### src/rtl/mem_access.sv
// mem_access: memory-access stage between execute and write-back.
// When start is accepted in IDLE, the stage latches the executed instruction.
// Loads and stores then run one data-memory transaction over a req/ack
// handshake that has a timeout. Every other op passes straight through.
// Each result is registered and announced by a one-cycle done pulse.
//
// Ports
//   clk, rst             clock, synchronous active-high reset
//   start, op, alu_i,    executed instruction from execute
//   store_data, ife
//   mem_req, mem_we,     data-memory request side (held stable while mem_req)
//   mem_addr, mem_wdata
//   mem_ack, mem_rdata   data-memory completion
//   op_o, write_o, ife_o registered result for write-back
//   done                 one-cycle pulse, result valid
//   busy                 state != IDLE
//   err                  sticky timeout flag, cleared only by rst
module mem_access #(
  parameter int TIMEOUT = 16
) (
  input  logic        clk,
  input  logic        rst,
  input  logic        start,
  input  logic [5:0]  op,
  input  logic [31:0] alu_i,
  input  logic [31:0] store_data,
  input  logic        ife,
  output logic        mem_req,
  output logic        mem_we,
  output logic [31:0] mem_addr,
  output logic [31:0] mem_wdata,
  input  logic        mem_ack,
  input  logic [31:0] mem_rdata,
  output logic [5:0]  op_o,
  output logic [31:0] write_o,
  output logic        ife_o,
  output logic        done,
  output logic        busy,
  output logic        err
);
  localparam logic [5:0] OP_LD  = 6'b010001;
  localparam logic [5:0] OP_ST  = 6'b010000;
  localparam logic [5:0] OP_NOP = 6'b111111;
  localparam int CW = (TIMEOUT < 2) ? 1 : $clog2(TIMEOUT + 1);
  localparam logic [CW-1:0] CNT_LAST = CW'(TIMEOUT - 1);

  typedef enum logic [1:0] {IDLE, REQ, DONE} state_t;

  state_t        state_q, state_d;
  logic [5:0]    lop_q, lop_d;       // latched opcode
  logic [31:0]   addr_q, addr_d;     // latched alu_i
  logic [31:0]   wdata_q, wdata_d;   // latched store_data
  logic          life_q, life_d;     // latched ife
  logic [CW-1:0] cnt_q, cnt_d;       // REQ cycles already completed
  logic [5:0]    op_q, op_d;
  logic [31:0]   wr_q, wr_d;
  logic          ifo_q, ifo_d;
  logic          err_q, err_d;

  always_ff @(posedge clk) begin
    if (rst) begin
      state_q <= IDLE;
      lop_q   <= '0;
      addr_q  <= '0;
      wdata_q <= '0;
      life_q  <= 1'b0;
      cnt_q   <= '0;
      op_q    <= '0;
      wr_q    <= '0;
      ifo_q   <= 1'b0;
      err_q   <= 1'b0;
    end else begin
      state_q <= state_d;
      lop_q   <= lop_d;
      addr_q  <= addr_d;
      wdata_q <= wdata_d;
      life_q  <= life_d;
      cnt_q   <= cnt_d;
      op_q    <= op_d;
      wr_q    <= wr_d;
      ifo_q   <= ifo_d;
      err_q   <= err_d;
    end
  end

  always_comb begin
    state_d = state_q;
    lop_d   = lop_q;
    addr_d  = addr_q;
    wdata_d = wdata_q;
    life_d  = life_q;
    cnt_d   = cnt_q;
    op_d    = op_q;
    wr_d    = wr_q;
    ifo_d   = ifo_q;
    err_d   = err_q;
    case (state_q)
      IDLE: begin
        if (start) begin
          lop_d   = op;
          addr_d  = alu_i;
          wdata_d = store_data;
          life_d  = ife;
          if (op == OP_LD || op == OP_ST) begin
            cnt_d   = '0;
            state_d = REQ;
          end else begin
            op_d    = op;
            wr_d    = alu_i;
            ifo_d   = ife;
            state_d = DONE;
          end
        end
      end
      REQ: begin
        cnt_d = cnt_q + CW'(1);
        // An ack in the final allowed cycle still counts as a completion.
        if (mem_ack) begin
          op_d    = lop_q;
          wr_d    = (lop_q == OP_LD) ? mem_rdata : addr_q;
          ifo_d   = life_q;
          state_d = DONE;
        end else if (cnt_q == CNT_LAST) begin
          err_d   = 1'b1;
          op_d    = OP_NOP;
          wr_d    = '0;
          ifo_d   = 1'b0;
          state_d = DONE;
        end
      end
      DONE: state_d = IDLE;
      default: state_d = IDLE;
    endcase
  end

  assign mem_req   = (state_q == REQ);
  assign mem_we    = (state_q == REQ) && (lop_q == OP_ST);
  assign mem_addr  = addr_q;
  assign mem_wdata = wdata_q;
  assign op_o      = op_q;
  assign write_o   = wr_q;
  assign ife_o     = ifo_q;
  assign done      = (state_q == DONE);
  assign busy      = (state_q != IDLE);
  assign err       = err_q;
endmodule

### config.mk
export PLATFORM = sky130hd
export DESIGN_NAME = mem_access
export DESIGN_NICKNAME = d
export VERILOG_FILES = /design/src/rtl/mem_access.sv
export SDC_FILE = /design/constraint.sdc
export NUM_CORES = 1
export LEC_CHECK = 0
export CORE_AREA = 4 4 110 122
export CTS_CLUSTER_DIAMETER = 200
export DETAILED_ROUTE_END_ITERATION = 10
export DIE_AREA = 0 0 114 126
export PLACE_DENSITY = 0.79
export SETUP_SLACK_MARGIN = 0.05
export SYNTH_ARGS = -nofsm -noshare
export SYNTH_HDL_FRONTEND = slang
export SYNTH_SLANG_ARGS = --single-unit
### constraint.sdc
create_clock -name clk -period 2.5 [get_ports clk]
set_input_delay 0.25 -clock clk [delete_from_list [all_inputs] [get_ports clk]]
set_output_delay 0.25 -clock clk [all_outputs]
set_load 0.05 [all_outputs]
==> results of run 1 <==
cell families after synthesis:
group / Yosys count
multiplexers: 6
flip-flops: 118
adder cells (fa/ha/maj): 2
AO/OA/AOI/OAI: 193
buffers and inverters: 67
AND/OR/NAND/NOR: 252
per-stage QoR:
step	total power, W	instances	util [%]
finish	0.005907	997	66.53
floorplan	0.002818	638	-
global placement	0.003314	965	61.22
CTS	0.005951	997	66.53
global route	0.006101	997	66.53
detailed placement	0.003336	965	61.22
registers in the layout (all words and copies together), names as in the netlist:
register   count
write_o       32
mem_addr      32
op_o           6
ife_o          1
cnt_q          5
lop_q          6
err            1
life_q         1
mem_wdata     32
state_q        2
power groups by stage:
stage               sequential [W]  combinational (W)  clock, W
global route               0.00211            0.00127   0.00272
finish                     0.00209            0.00121   0.00261
floorplan                  0.00251           0.000304         0
global placement           0.00213            0.00119         0
detailed placement         0.00213            0.00120         0
CTS                        0.00209            0.00121   0.00265
layout make-up:
class	instances	share of cell area, %
timing repair buffer	235	29.13
clock buffer	20	5.804
multi-input combinational	453	30.89
sequential	118	29.38
inverter	5	0.2334
tap	154	2.396
clock inverter	12	2.178
worst max-delay path by stage:
stage | to | from | depth (start not counted)
after floorplan | mem_we | lop_q[1] | 3
after global placement | write_o[12] | op[4] | 6
after detailed placement | write_o[12] | cnt_q[0] | 8
after CTS | mem_we | lop_q[1] | 4
after global routing | done | state_q[1] | 3
final | mem_we | lop_q[1] | 4
cell usage in the layout (no fill, tap or decap), drive strengths merged, types with 2 or more instances in the layout:
cell / instances
buf: 24
nor4b: 2
clkinv: 5
nor3: 2
clkbuf: 20
and3b: 2
nand2b: 7
clkdlybuf4s50: 211
bufinv: 4
a21oi: 114
a31oi: 33
dfxtp: 118
a311oi: 33
and4: 32
clkinvlp: 3
inv: 5
mux2: 6
nand3: 9
or3: 2
nand2: 178
o21ai: 7
nor2: 12
ha: 2
cells in the mapped netlist:
cell type,number
nand3b_1,1
nor3b_1,1
a211o_1,1
a311oi_1,33
inv_1,4
a22oi_1,1
a21boi_1,1
or4b_1,1
nand2_1,178
a31oi_1,33
o21ai_0,7
inv_2,1
buf_2,14
buf_4,7
mux2_2,6
buf_6,4
nand3_1,9
nor4b_4,1
nor3_2,1
clkbuf_2,2
a41oi_2,1
a21oi_1,114
and4_1,32
nor3_1,1
or3_1,2
nor2_2,1
and2b_1,1
dfxtp_1,118
clkbuf_1,30
ha_1,2
and3_1,1
and3b_1,2
a211oi_2,1
nor4b_1,1
nor2_1,11
nor2b_1,1
buf_1,5
nand2b_1,7
o211ai_1,1
layer usage:
layer  GRT usage, %  up-vias
met5              0        -
met1          26.32     2607
met4          11.32        0
li1               -     2658
met2          40.08      297
met3          7.917       46
==> flow_summary.toml, run 1 <==
[worst_setup_path]
critical_path_buf_inv_count = 2
path_delay_family = "simple AND/OR/NAND/NOR gates"
path_cells = "nor4b_4 -> buf_4 -> nor4b_2 -> buf_12"
cp_slowest_cell = "nor4b_2"
cp-start-kind = "register"
max_stage_delay_ps = 450
criticalPathCategory = "reg -> out"
crit_fanout = 19
worst_setup_path_end_kind = "output port"
ff2ff_path_depth = 8
timing.rr.end = "write_o[30]"
crit_required_ps = 2250
ff2ff_setup_slack_ps = 390
timing.rr.start = "cnt_q[0]"
arrival_ps = 2040

[yosys]
synth.area.top_cells = "dfxtp_1 (46%), nand2_1 (13%), a21oi_1 (11%)"
synthMuxAreaShare_pct = 1.312
ys_warn_count = 0
ys_seq_elements = 118
synth_top_cell_by_area = "dfxtp_1"
yosys.area.top_type_share_pct = 45.86
syn_inst = 638
netlist_area_mm2 = 0.005151
synthAdderAreaFrac_pct = 0.4858
yosysSeqAreaShare_pct = 45.86
synth_simple_gate_area_share_pct = 23.44
synth_xor_area_share_pct = 0
syn-num-nets = 747
synth.distinct_cells = 39
synth_top_family_by_area = "simple AND/OR/NAND/NOR gates"
synth_compound_gate_area_share_pct = 22.54
avgSynthCellArea_um2 = 8.074

[cts]
cts_tree = "done"
hold_buffers = 0
cts.sinks = 118
root_buffer = "clkbuf_16"
clock_path_buffers = 2
cts_buffers = 17
clk_pin_slew_ps = 50
cts_max_level = 4
cts_resized = 0
post_cts_buffers = 0
clock_latency_ps = 400

[run]
cap_violations = 0

[drt]
routed.top_layer = "met4"
drc = 0
vias_per_cell = 5.625
met3_length_mm = 1.744
routed_wl_mm = 17.66
first_pass_iters = 6
wl_met2_mm = 8.651
vias = 5608
wirelength_met1_mm = 6.626
wl_per_cell_um = 17.72
drt.antenna.violating_nets = 0
drt_iter0_drc = 581

[cells_and_area]
regArea_mm2 = 0.002362
multi_input_area_mm2 = 0.002484
drive_gt1_share_pct = 8.541
layout.nets = 939
syn_to_final_growth_pct = 56.11
antenna_cells = 0
fin_area_mm2 = 0.008041
fillers = 1026

[power_and_ir_drop]
combPwrFrac_pct = 20.4
p_sw_w = 0.001691
ir_worst_vdd_mv = 0.4075
switching_share_pct = 28.63
power_density_mw_per_mm2 = 734.5
p_int_w = 0.004216
seqPwrFrac_pct = 35.5
clock_power_share_pct = 44.1
p_leak_nw = 3.024

[grt]
overflow = 0
grt_pass1_vias = 5589
track_usage_pct = 23.59
grt_pass1_wl_mm = 27.48
antenna_found_initial = 0
grt_max_degree = 89

[sta]
slew_headroom_pct = 61.67
slew_viol_final = 0
setup_tns_ps = 0
setup_slack_ps = 211.6
rsz0062_at_grt = "no"
skew_ps = 6.731
finalHoldViolations = 0
setup-violations-final = 0
worst_slew_pin_slew_ps = 573.2
final.period_utilization_pct = 91.54
whs_ps = 236.9
fmaxAchievable_ghz = 0.4370
finalCriticalPeriod_ps = 2288

[floorplanning]
fp.dieH_um = 126
coreArea_mm2 = 0.01209
die_w_um = 114
start_util_pct = 42.62
die_area_mm2 = 0.01436
rows = 42
io_pins = 215

[placement]
io_buffers = 214
dp_hpwl_mm = 12.35
postPlaceCellArea_mm2 = 0.007400
gp_congestion = 0.8781
dp_slack_ps = 377.8

[status]
status = "complete, no violations"

[min_path]
worstHoldPathType = "in -> reg"
hold_depth = 2
whs_endpoint = "mem_wdata[30]"
min_from = "rst"
(Power assumes the default switching activity.)
==> inputs of run 2 (changes only) <==
- ABC_CLOCK_PERIOD_IN_PS: unset -> 2500
==> results of run 2 <==
The final DEF is identical to that of run 1; final timing and power are the same.
==> RTL edit 1 (settings of run 2) <==
Set the parameter `TIMEOUT` to 32 (it was 16).
--- a/src/rtl/mem_access.sv
+++ b/src/rtl/mem_access.sv
@@ -17,5 +17,5 @@
 //   err                  sticky timeout flag, cleared only by rst
 module mem_access #(
-  parameter int TIMEOUT = 16
+  parameter int TIMEOUT = 32
 ) (
   input  logic        clk,
Behaviour: same outputs for any inputs over 4 cycles, from zero or initial values and one cycle with rst high; that may be too few to reach the edited logic, so the function may still have changed.
==> RTL edit 1 against run 2 <==
  * Power fell by 6.0%
  * Synthesized area is 3.4% higher
  * Clock skew barely moved
  * Sequential cell count up 1
  * Final cell count rose by 2.5%
  * Critical path type unchanged
  * Highest routed layer unchanged
  * Setup slack gained 0.19 ns
  * Cell area rose by 1.7%
  * Critical path depth down 1
  * Wire length rose by 2.5%
==> RTL edit 1: results (changes against run 2) <==
Clock network
  • Number of post-CTS setup repair buffers: 0 (unchanged)
  • H-Tree Depth: 4 (unchanged)
  • Number of CTS-inserted buffers: 17 (unchanged)
  • Clock root cell: clkbuf_16 (unchanged)
  • PostCTS Resize Cnt: 0 (unchanged)
  • Maximum root-to-sink buffer count: 2 (unchanged)
  • Worst-Skew Late Latency: 0.41 ns
  • Clk slew on worst S/H paths: 0.05 ns (about the same)

Synth
  • Main area contributors after synthesis: dfxtp_1 45%, nand2_1 13%, a21oi_1 7.3% (was dfxtp_1 46%, nand2_1 13%, a21oi_1 11%)
  • Compound-Gate Fraction of Synth Area: 27.7% (was 22.5%)
  • Adder-Cell Fraction of Synth Area: 0.235% (was 0.486%)
  • Avg Inst Size Synth: 7.96 µm² (was 8.07 µm²)
  • Register area share after synthesis: 44.7% (was 45.9%)
  • FFs w/ async S/R, synth: 0% (unchanged)
  • Post-synthesis mux area share: 1.15% (was 1.31%)
  • Post-synthesis xor/xnor area fraction: 0% (unchanged)
  • Post-synth top flop: dfxtp_1 (unchanged)
  • Synth warnings: 0 (unchanged)
  • Top cells by count, synth: 181 x nand2_1, 119 x dfxtp_1, 78 x a21oi_1 (was 178 x nand2_1, 118 x dfxtp_1, 114 x a21oi_1)
  • Distinct cell type count after synthesis: 39 (unchanged)
  • Nets in the synthesized netlist: 777 (was 747)

Placed design
  • DP HPWL: 12400 µm (about the same)
  • PortBufs: 214 (unchanged)
  • Placed insts: 994 (was 965)
  • GPL Wtd Cong: 0.778 (was 0.878)

STA
  • Tightest Pin Transition: 0.792 ns (was 0.573 ns)
  • Setup Skew: 0.00654 ns (was 0.00673 ns)

Global route
  • Largest net degree at the start of global routing: 72 (was 89)
  • GRT Overall Usage: 24.8% (was 23.6%)
  • Vias in the first global route: 5892 (was 5589)
  • First-pass GRT wire length: 29000 µm (was 27500 µm)
  • Initial antenna violation count: 0 (unchanged)

Layout
  • Nets: 967 (was 939)
  • Ant diodes: 0 (unchanged)
  • Share of cells above drive strength 1: 7.60% (was 8.54%)

Detailed routing
  • Vias/cell: 5.59 (was 5.62)
  • First DRT Iteration DRCs: 483 (was 581)
  • WL/cell: 17.7 µm (about the same)
  • DR pass1 iterations: 5 (was 6)
  • Vias: 5715 (was 5608)

Status
  • Outcome: finished, final reports clean (unchanged)

Critical path
  • Data arrival, critical path: 1.84 ns (was 2.04 ns)
  • CP Max Fanout: 5 (was 19)
  • R2R depth: 6 (was 8)

Pwr
  • P_leak: 0.00311 µW (was 0.00302 µW)
  • Worst vdd ir: 0.000492 V (was 0.000408 V)

Hold path
  • HP Class: in -> reg (unchanged)
  • Worst Hold Depth: 2 (unchanged)
[RTL edit 1: critical path, cell delays in order, from the launching register on]
cell             delay [ns]
dfxtp_1                0.39
inv_1                  0.11
nor2_1                 0.12
clkdlybuf4s50_1        0.82
[RTL edit 1: report_power, final]
part | total, µW | internal [µW] | switching (µW)
logic | 1260 | 487 | 777
registers | 2110 | 2030 | 78.8
clock network | 2180 | 1390 | 788
[RTL edit 1: worst paths after layout]
kind	start	end	slack, ns
worst max-delay path	state_q[1]$_SDFFE_PP0P_	done	0.41
worst min-delay path	rst	cnt_q[0]$_SDFFE_PP0P_	0.23
worst max register to register	cnt_q[0]$_SDFFE_PP0P_	write_o[14]$_SDFFE_PP0P_	0.41
worst min register to register	mem_wdata[24]$_SDFFE_PP0P_	mem_wdata[24]$_SDFFE_PP0P_	0.45
[RTL edit 1: final cells by class]
type | count | area (µm²)
clock inverters | 4 | 20.0
flip-flops and latches | 119 | 2380
fillers | 1006 | 3910
repair buffers | 233 | 2340
multi-input cells | 479 | 2700
clock buffers | 24 | 512
well taps | 154 | 193
inverters | 9 | 33.8
[RTL edit 1: cell families after synthesis]
kind of cell    after synthesis
flops                       119
buf+inv                      71
mux                           6
compound gates              223
simple gates                249
fa+ha+maj                     1
[RTL edit 1: routing by layer]
layer	GRT usage, %	share of wire [%]	routed length (µm)	up-vias
met5	0	0	0	-
met3	7.25	8.1	1470	38
li1	-	-	-	2748
met4	11.7	2.7	488	0
met1	27.6	38	6880	2683
met2	43.1	51	9260	246
[RTL edit 1: stage by stage]
| stage | area (µm²) | setup WS, ns | utilization, % | hold slack, ns | total power, µW |
|---|---|---|---|---|---|
| finish | 8180 | 0.406 | 67.7 | 0.230 | 5550 |
| global route | 8180 | 0.278 | 67.7 | 0.244 | 5750 |
| CTS | 8180 | 0.383 | 67.7 | 0.220 | 5600 |
| detailed placement | 7650 | 0.254 | 63.3 | 0.449 | 3410 |
| global placement | 7650 | 0.292 | 63.3 | 0.440 | 3380 |
| floorplan | 5330 | 0.339 | - | 0.386 | 2870 |
==> RTL edit 2 (config.mk and constraints of run 2) <==
Without the edit above. Make the reset (`rst`) asynchronous in one clocked block. Comments in the files are not updated.
--- a/src/rtl/mem_access.sv
+++ b/src/rtl/mem_access.sv
@@ -58,5 +58,5 @@
   logic          err_q, err_d;
 
-  always_ff @(posedge clk) begin
+  always_ff @(posedge clk or posedge rst) begin
     if (rst) begin
       state_q <= IDLE;
Check against the original RTL: differs if rst is asserted again (counterexample within 4 cycles, from zero or initial values and one cycle with rst high); with rst held inactive, the same outputs for 4 cycles.
==> RTL edit 2 against run 2 <==
  * Synthesized area increased by 3.0%
  * Setup slack gained 0.035 ns
  * Wire length fell by 12%
  * Sequential cell count did not move
  * Cell area is 1.3% higher
  * Highest routed layer unchanged
  * Power is 18% higher
  * Critical path type unchanged
  * First-iteration DRC count shrank 46%
==> RTL edit 2: results (changes against run 2) <==
Status
  • Outcome: finished, final reports clean (unchanged)

Layout
  • Non-CTS buffers: 228 (was 235)
  • Nets: 767 (was 939)
  • Buffer share of cell area: 28.1% (was 29.1%)
  • Share of cells above drive strength 1: 19.0% (was 8.54%)
  • Multi-In Gates: 281 (was 453)
  • Storage cell area: 0.00295 mm² (was 0.00236 mm²)
  • Finished Cell Area: 0.00815 mm² (was 0.00804 mm²)
  • ClkCell Share: 6.51% (was 7.98%)
  • Non-clk invs: 12 (was 5)

Detailed routing
  • WL final: 15500 µm (was 17700 µm)
  • DR pass1 iterations: 5 (was 6)
  • Vias/cell: 5.48 (was 5.62)
  • First DRT Iteration DRCs: 314 (was 581)
  • WL met3: 1260 µm (was 1740 µm)

Global route
  • Global Route met3 Usage: 7.44% (was 7.92%)
  • Met1 Usage GRT: 25.1% (was 26.3%)
  • Vias in the first global route: 4965 (was 5589)

Placed design
  • Placed insts: 793 (was 965)
  • Placement Setup Slack: 0.319 ns (was 0.378 ns)
  • Post-DP Area: 0.00762 mm² (was 0.00740 mm²)

Pwr
  • Part of the power in registers: 35.0% (was 35.5%)
  • P_leak: 0.00335 µW (was 0.00302 µW)

Synth
  • Nets in the synthesized netlist: 556 (was 747)
  • Main area contributors after synthesis: dfrtp_1 56%, mux2_2 15%, a31oi_1 7.7% (was dfxtp_1 46%, nand2_1 13%, a21oi_1 11%)
  • Mapped Area: 0.00531 mm² (was 0.00515 mm²)
  • Cells after Synth: 447 (was 638)

Critical path
  • Slowest-stage cell, CP: clkdlybuf4s50_1 (was nor4b_2)
[RTL edit 2: repair_timing]
item,4_1_cts,5_1_grt
hold endpoints to repair,0,0
resized for setup,0,1
endpoints found under the setup margin,0,1
setup buffers,0,0
[RTL edit 2: worst paths after layout]
check / slack (ns) / to / startpoint
worst max register to register: 0.28 / write_o[3]$_DFFE_PP0P_ / cnt_q[0]$_DFFE_PP0P_
worst max-delay path: 0.25 / busy / state_q[0]$_DFFE_PP0P_
min in group clk: 0.44 / write_o[22]$_DFFE_PP0P_ / alu_i[22]
max in group asynchronous: 1.72 / mem_addr[4]$_DFFE_PP0P_ / rst
worst min register to register: 0.50 / err$_DFFE_PP0P_ / err$_DFFE_PP0P_
worst min-delay path: 0.16 / mem_wdata[12]$_DFFE_PP0P_ / rst
[RTL edit 2: logic make-up after synthesis]
group	share of synthesized area, %
AO/OA/AOI/OAI	11.3
buffers and inverters	4.67
AND/OR/NAND/NOR	12.6
multiplexers	15.3
flip-flops	55.6
adder cells (fa/ha/maj)	0.472
